===== config.mk =====
export PLATFORM = sky130hd
export DESIGN_NAME = line_buffer_ctrl
export DESIGN_NICKNAME = d
export VERILOG_FILES = /design/src/rtl/line_buffer_ctrl.sv
export SDC_FILE = /design/constraint.sdc
export NUM_CORES = 1
export LEC_CHECK = 0
export BUFFER_PORTS_ARGS = -buffer_cell sky130_fd_sc_hd__buf_2
export CAP_MARGIN = 15
export CORE_MARGIN = 5
export CORE_UTILIZATION = 40
export DETAILED_ROUTE_END_ITERATION = 7
export PLACE_DENSITY = 0.65
export SLEW_MARGIN = 40
export SYNTH_ARGS = -nofsm -noshare
export SYNTH_HDL_FRONTEND = slang
export SYNTH_SLANG_ARGS = --single-unit
export TNS_END_PERCENT = 1

===== constraint.sdc =====
create_clock -name clk -period 2.1 [get_ports clk]
set_input_delay 0.315 -clock clk [delete_from_list [all_inputs] [get_ports clk]]
set_output_delay 0.315 -clock clk [all_outputs]
set_load 0.02 [all_outputs]

===== src/rtl/line_buffer_ctrl.sv =====
// Write-side controller for a 3-line buffer feeding a 3x3 window consumer.
// Tracks pixel position, gates shifting on downstream backpressure, and flags line/frame ends.
module line_buffer_ctrl #(
    parameter int IMG_WIDTH  = 640,
    parameter int IMG_HEIGHT = 480,
    parameter int COL_W      = 10,
    parameter int ROW_W      = 9
) (
    input  logic             clk,
    input  logic             rst,
    input  logic             frame_start,
    input  logic             pixel_valid,
    input  logic             ds_ready,
    output logic             shift_en,
    output logic [COL_W-1:0] col,
    output logic [ROW_W-1:0] row,
    output logic             window_valid,
    output logic             line_done,
    output logic             frame_done,
    output logic             overflow,
    output logic             busy
);

    typedef enum logic [1:0] {IDLE, FILL, STREAM, STALL} state_t;

    localparam logic [COL_W-1:0] LAST_COL = COL_W'(IMG_WIDTH - 1);
    localparam logic [ROW_W-1:0] LAST_ROW = ROW_W'(IMG_HEIGHT - 1);

    state_t           r_state;
    state_t           r_resume;
    logic [COL_W-1:0] r_col;
    logic [ROW_W-1:0] r_row;
    logic             r_window_valid;
    logic             r_line_done;
    logic             r_frame_done;
    logic             r_overflow;

    logic w_active;
    logic w_accept;
    logic w_eol;
    logic w_eof;
    logic w_win;

    assign w_active = (r_state == FILL) || (r_state == STREAM);
    assign w_accept = pixel_valid && ds_ready && w_active;
    assign w_eol    = (r_col == LAST_COL);
    assign w_eof    = w_eol && (r_row == LAST_ROW);
    // A full 3x3 neighbourhood exists once two prior rows and two prior columns are buffered.
    assign w_win    = (r_row >= ROW_W'(2)) && (r_col >= COL_W'(2));

    always_ff @(posedge clk or negedge rst) begin
        if (!rst) begin
            r_state        <= IDLE;
            r_resume       <= FILL;
            r_col          <= '0;
            r_row          <= '0;
            r_window_valid <= 1'b0;
            r_line_done    <= 1'b0;
            r_frame_done   <= 1'b0;
            r_overflow     <= 1'b0;
        end else begin
            r_window_valid <= 1'b0;
            r_line_done    <= 1'b0;
            r_frame_done   <= 1'b0;
            // frame_start wins over everything, including a coincident accept.
            if (frame_start) begin
                r_state    <= FILL;
                r_col      <= '0;
                r_row      <= '0;
                r_overflow <= 1'b0;
            end else begin
                if (pixel_valid && !ds_ready && (r_state != IDLE))
                    r_overflow <= 1'b1;
                case (r_state)
                    IDLE: begin
                        r_state <= IDLE;
                    end
                    FILL, STREAM: begin
                        if (!ds_ready) begin
                            r_resume <= r_state;
                            r_state  <= STALL;
                        end else if (w_accept) begin
                            r_window_valid <= w_win;
                            r_line_done    <= w_eol;
                            if (w_eol) begin
                                r_col <= '0;
                                if (w_eof) begin
                                    r_row        <= '0;
                                    r_frame_done <= 1'b1;
                                    r_state      <= IDLE;
                                end else begin
                                    r_row <= r_row + ROW_W'(1);
                                    if ((r_state == FILL) && (r_row == ROW_W'(1)))
                                        r_state <= STREAM;
                                end
                            end else begin
                                r_col <= r_col + COL_W'(1);
                            end
                        end
                    end
                    STALL: begin
                        if (ds_ready)
                            r_state <= r_resume;
                    end
                    default: begin
                        r_state <= IDLE;
                    end
                endcase
            end
        end
    end

    assign shift_en     = w_accept;
    assign col          = r_col;
    assign row          = r_row;
    assign window_valid = r_window_valid;
    assign line_done    = r_line_done;
    assign frame_done   = r_frame_done;
    assign overflow     = r_overflow;
    assign busy         = (r_state != IDLE);

endmodule


==> summary.md <==
| Metric | Value |
|---|---|
| Clk_lat worst skew | 0.27 ns |
| Post-synth top area cell | dfrtp_1 |
| Post-route ant nets | 0 |
| Placed cells | 251 |
| Seq/Total Area, Yosys | 0.426 |
| Final Power | 1.38 mW |
| Crit Path Max Fanout | 4 |
| Multi-input logic area | 847 sq um |
| CP bufs+invs | 3 |
| Worst setup SP type | flop |
| Crit-path cells | inv_1 -> ha_1 -> nand3_1 -> inv_2 -> nand4_1 -> buf_4 -> or3_1 -> a21oi_1 |
| Syn. warnings | 0 |
| WL final | 3.68 mm |
| Worst endpoint required time | 2.30 ns |
| Area Overhead vs Synth | 20.9% |
| Initial drt markers | 87 |
| Die height | 73.0 um |
| Post-synth ARST share | 1.00 |
| Flops & latches, synth | 27 |
| Global-route wire length before repair | 5.90 mm |
| CTS Root Buffer Type | clkbuf_8 |
| Syn_nets | 180 |
| CTS hold repair buffers | 0 |
| Total die area | 5330 sq um |
| Row count | 23 |
| Design area | 1920 sq um |
| Simple-gate share of the synthesized area | 0.270 |
| Vias per cell | 5.33 |
| CTS buffer count | 3 |
| Storage cell area | 677 sq um |
| Initial antenna violation count | 0 |
| Core area | 3910 sq um |
| Clock Path Buffers | 2 |
| Post-Route Setup TNS | 0 ns |
| Post-Synth Adder-Cell Area | 0.0630 |
| Initial Utilization | 0.406 |
| Maxcap violations | 0 |
| Post-layout util | 0.490 |
| Synth Instances | 167 |
| Final nets | 224 |
| Worst setup EP type | flop |
| Clk sink count | 27 |
| Status | finished clean |
| Yosys cell types | 39 |
| Largest net degree at the start of global routing | 28 |
| # H-tree levels | 1 |
| Multiplexer share of the synthesized area | 0.0331 |
| 1st-pass router iterations | 5 |
| Share of cells above drive strength 1 | 0.267 |
| Post-synth EDFFs | 0 |
| Critical path's top delay family | simple AND/OR/NAND/NOR gates |
| Fin crit share | 0.909 |
| Mapped cell area | 1590 sq um |
| Antenna cell count | 0 |
| VDD IR max | 0.449 mV |
| Final Critical Period | 1.91 ns |
| Worst-Margin Slew | 0.601 ns |
| Crit-path slowest cell | dfrtp_1 |
| Clock skew | 0.00524 ns |
| Post-CTS Resized | 0 |
| Slew HR | 0.599 |
| Routability cong. | 0.783 |
| Number of global-route vias before repair | 1214 |
| Top post-synthesis cells by area | dfrtp_1 (41%), ha_1 (6.3%), a21oi_1 (4.1%), xnor2_1 (3.9%), nor2_1 (3.1%) |
| Avg WL per Cell | 14.1 um |
| CP Class | reg2reg |
| Global route overflow | 0 |
| Non-Filler Instances | 260 |
| Crit path DAT | 2.11 ns |
| Placed wire-length estimate | 2.73 mm |
| Die X | 73.0 um |
| Fmax | 0.524 GHz |
| Fin. max-slew vios | 0 |
| DP Area | 1840 sq um |
| Setup violators final | 0 |
| Total Routing Usage GR | 0.138 |
| DR DRC count | 0 |
| IO Count | 30 |
| Layout fillers | 407 |
| Top cell type's share of synthesized area | 0.410 |
| RSZ-0062 raised after global routing | false |
| Post-Synth XOR/XNOR Area | 0.0441 |
| Main combinational cell family by area after synthesis | simple AND/OR/NAND/NOR gates |
| CTS tree | yes |
| Worst hold path class | in2async |
| Synth Area in Compound Gates | 0.123 |
| Port bufs | 29 |
| Final Hold Fails | 0 |
| Power per cell area | 722 nW/um^2 |
| Clk pin slew, worst setup/hold paths | 0.10 ns |
| Mean Syn Cell Area | 9.51 sq um |
| Top_reg_cell synth | dfrtp_1 |
| Largest stage delay, worst path | 0.38 ns |
| Via count | 1385 |
| P_leak | 0.894 nW |
[state kept, by name, summed over array words and instances, names as in the netlist]
name and flops:
frame_done 1, col 10, window_valid 1, r_state 2
line_done 1, overflow 1, row 9, r_resume 2
[metrics by stage]
step | hold slack, ns | worst slack (ns)
after floorplan | 0.0194 | 0.117
after global routing | 0.0852 | 0.0208
after global placement | 0.365 | 0.190
after CTS | 0.0661 | 0.116
final | 0.0398 | 0.191
after detailed placement | 0.366 | 0.107
[Yosys cell counts, types with 4 or more instances]
master   count
a21oi_1     13
nand2_1     12
xnor2_1      7
nor2_1      13
nand3_1      8
inv_1        9
dfrtp_1     26
or4_1        4
o21ai_0      7
nor3_1       7
nand4_1      6
ha_1         8
[cell usage in the layout (no fill, tap or decap), types with 2 or more instances in the layout]
cell      synthesis  layout
inv_1             9       9
o31ai_1           2       2
nor2_1           13      13
a31oi_1           3       3
mux2_2            2       2
mux2i_1           3       3
and2_1            2       2
a21oi_1          13      13
or4_1             4       4
o21ai_0           7       7
nand3_1           8       8
and3_1            2       2
dfrtp_1          26      26
buf_2             0      29
nand4_1           6       6
nand2_1          12      12
nor4b_1           3       3
nor3_1            7       7
ha_1              8       8
nor4_1            3       3
or3_1             3       3
or3_2             2       2
clkbuf_8          0       3
a41oi_1           3       3
nor3b_1           2       2
xnor2_1           7       7
buf_4             3      14
[what timing repair did]
item	in CTS	in global routing
setup endpoints to repair	0	9
setup buffers	0	5
hold endpoints to repair	0	0
[routing by layer]
metal	up-vias	part of all wire	track usage
met3	2	0.047	0.0248
met2	39	0.48	0.212
met5	-	0	0
met1	647	0.46	0.196
li1	697	-	-
met4	0	0.0087	0.0430
[layout make-up]
| cell class | instances | share of cell area |
|---|---|---|
| multi-input cells | 126 | 0.441 |
| flip-flops and latches | 27 | 0.353 |
| repair buffers | 43 | 0.130 |
| well taps | 50 | 0.0326 |
| clock buffers | 4 | 0.0235 |
| inverters | 10 | 0.0196 |
[cell families (layout without fill, tap and decap cells)]
group,count (synthesis),count (layout)
XOR/XNOR,8,8
multiplexers,5,5
adder cells (fa/ha/maj),8,8
AO/OA/AOI/OAI,30,30
AND/OR/NAND/NOR,75,75
buffers and inverters,14,57
flip-flops,27,27
[worst paths after layout]
kind | start | to | slack (ns) | cells after the start
min reg2reg | overflow$_DFFE_PN0P_ | overflow$_DFFE_PN0P_ | 0.51 | 2
min in group clk | pixel_valid | overflow$_DFFE_PN0P_ | 0.38 | 3
min | rst | r_state[1]$_DFFE_PN0P_ | 0.04 | 1
max in group asynchronous | rst | window_valid$_DFF_PN0_ | 1.67 | 1
max | r_state[1]$_DFFE_PN0P_ | row[4]$_DFFE_PN0P_ | 0.19 | 8
max reg2reg | r_state[1]$_DFFE_PN0P_ | row[4]$_DFFE_PN0P_ | 0.19 | 8
[power by group]
group          leakage, nW  switching [mW]  total (mW)  internal (mW)
clock network       0.0228           0.164       0.300          0.136
registers            0.367          0.0241       0.598          0.573
logic                0.505           0.266       0.488          0.222
total                0.894           0.453        1.38          0.931
No activity file was read; power rests on OpenSTA's default activity.
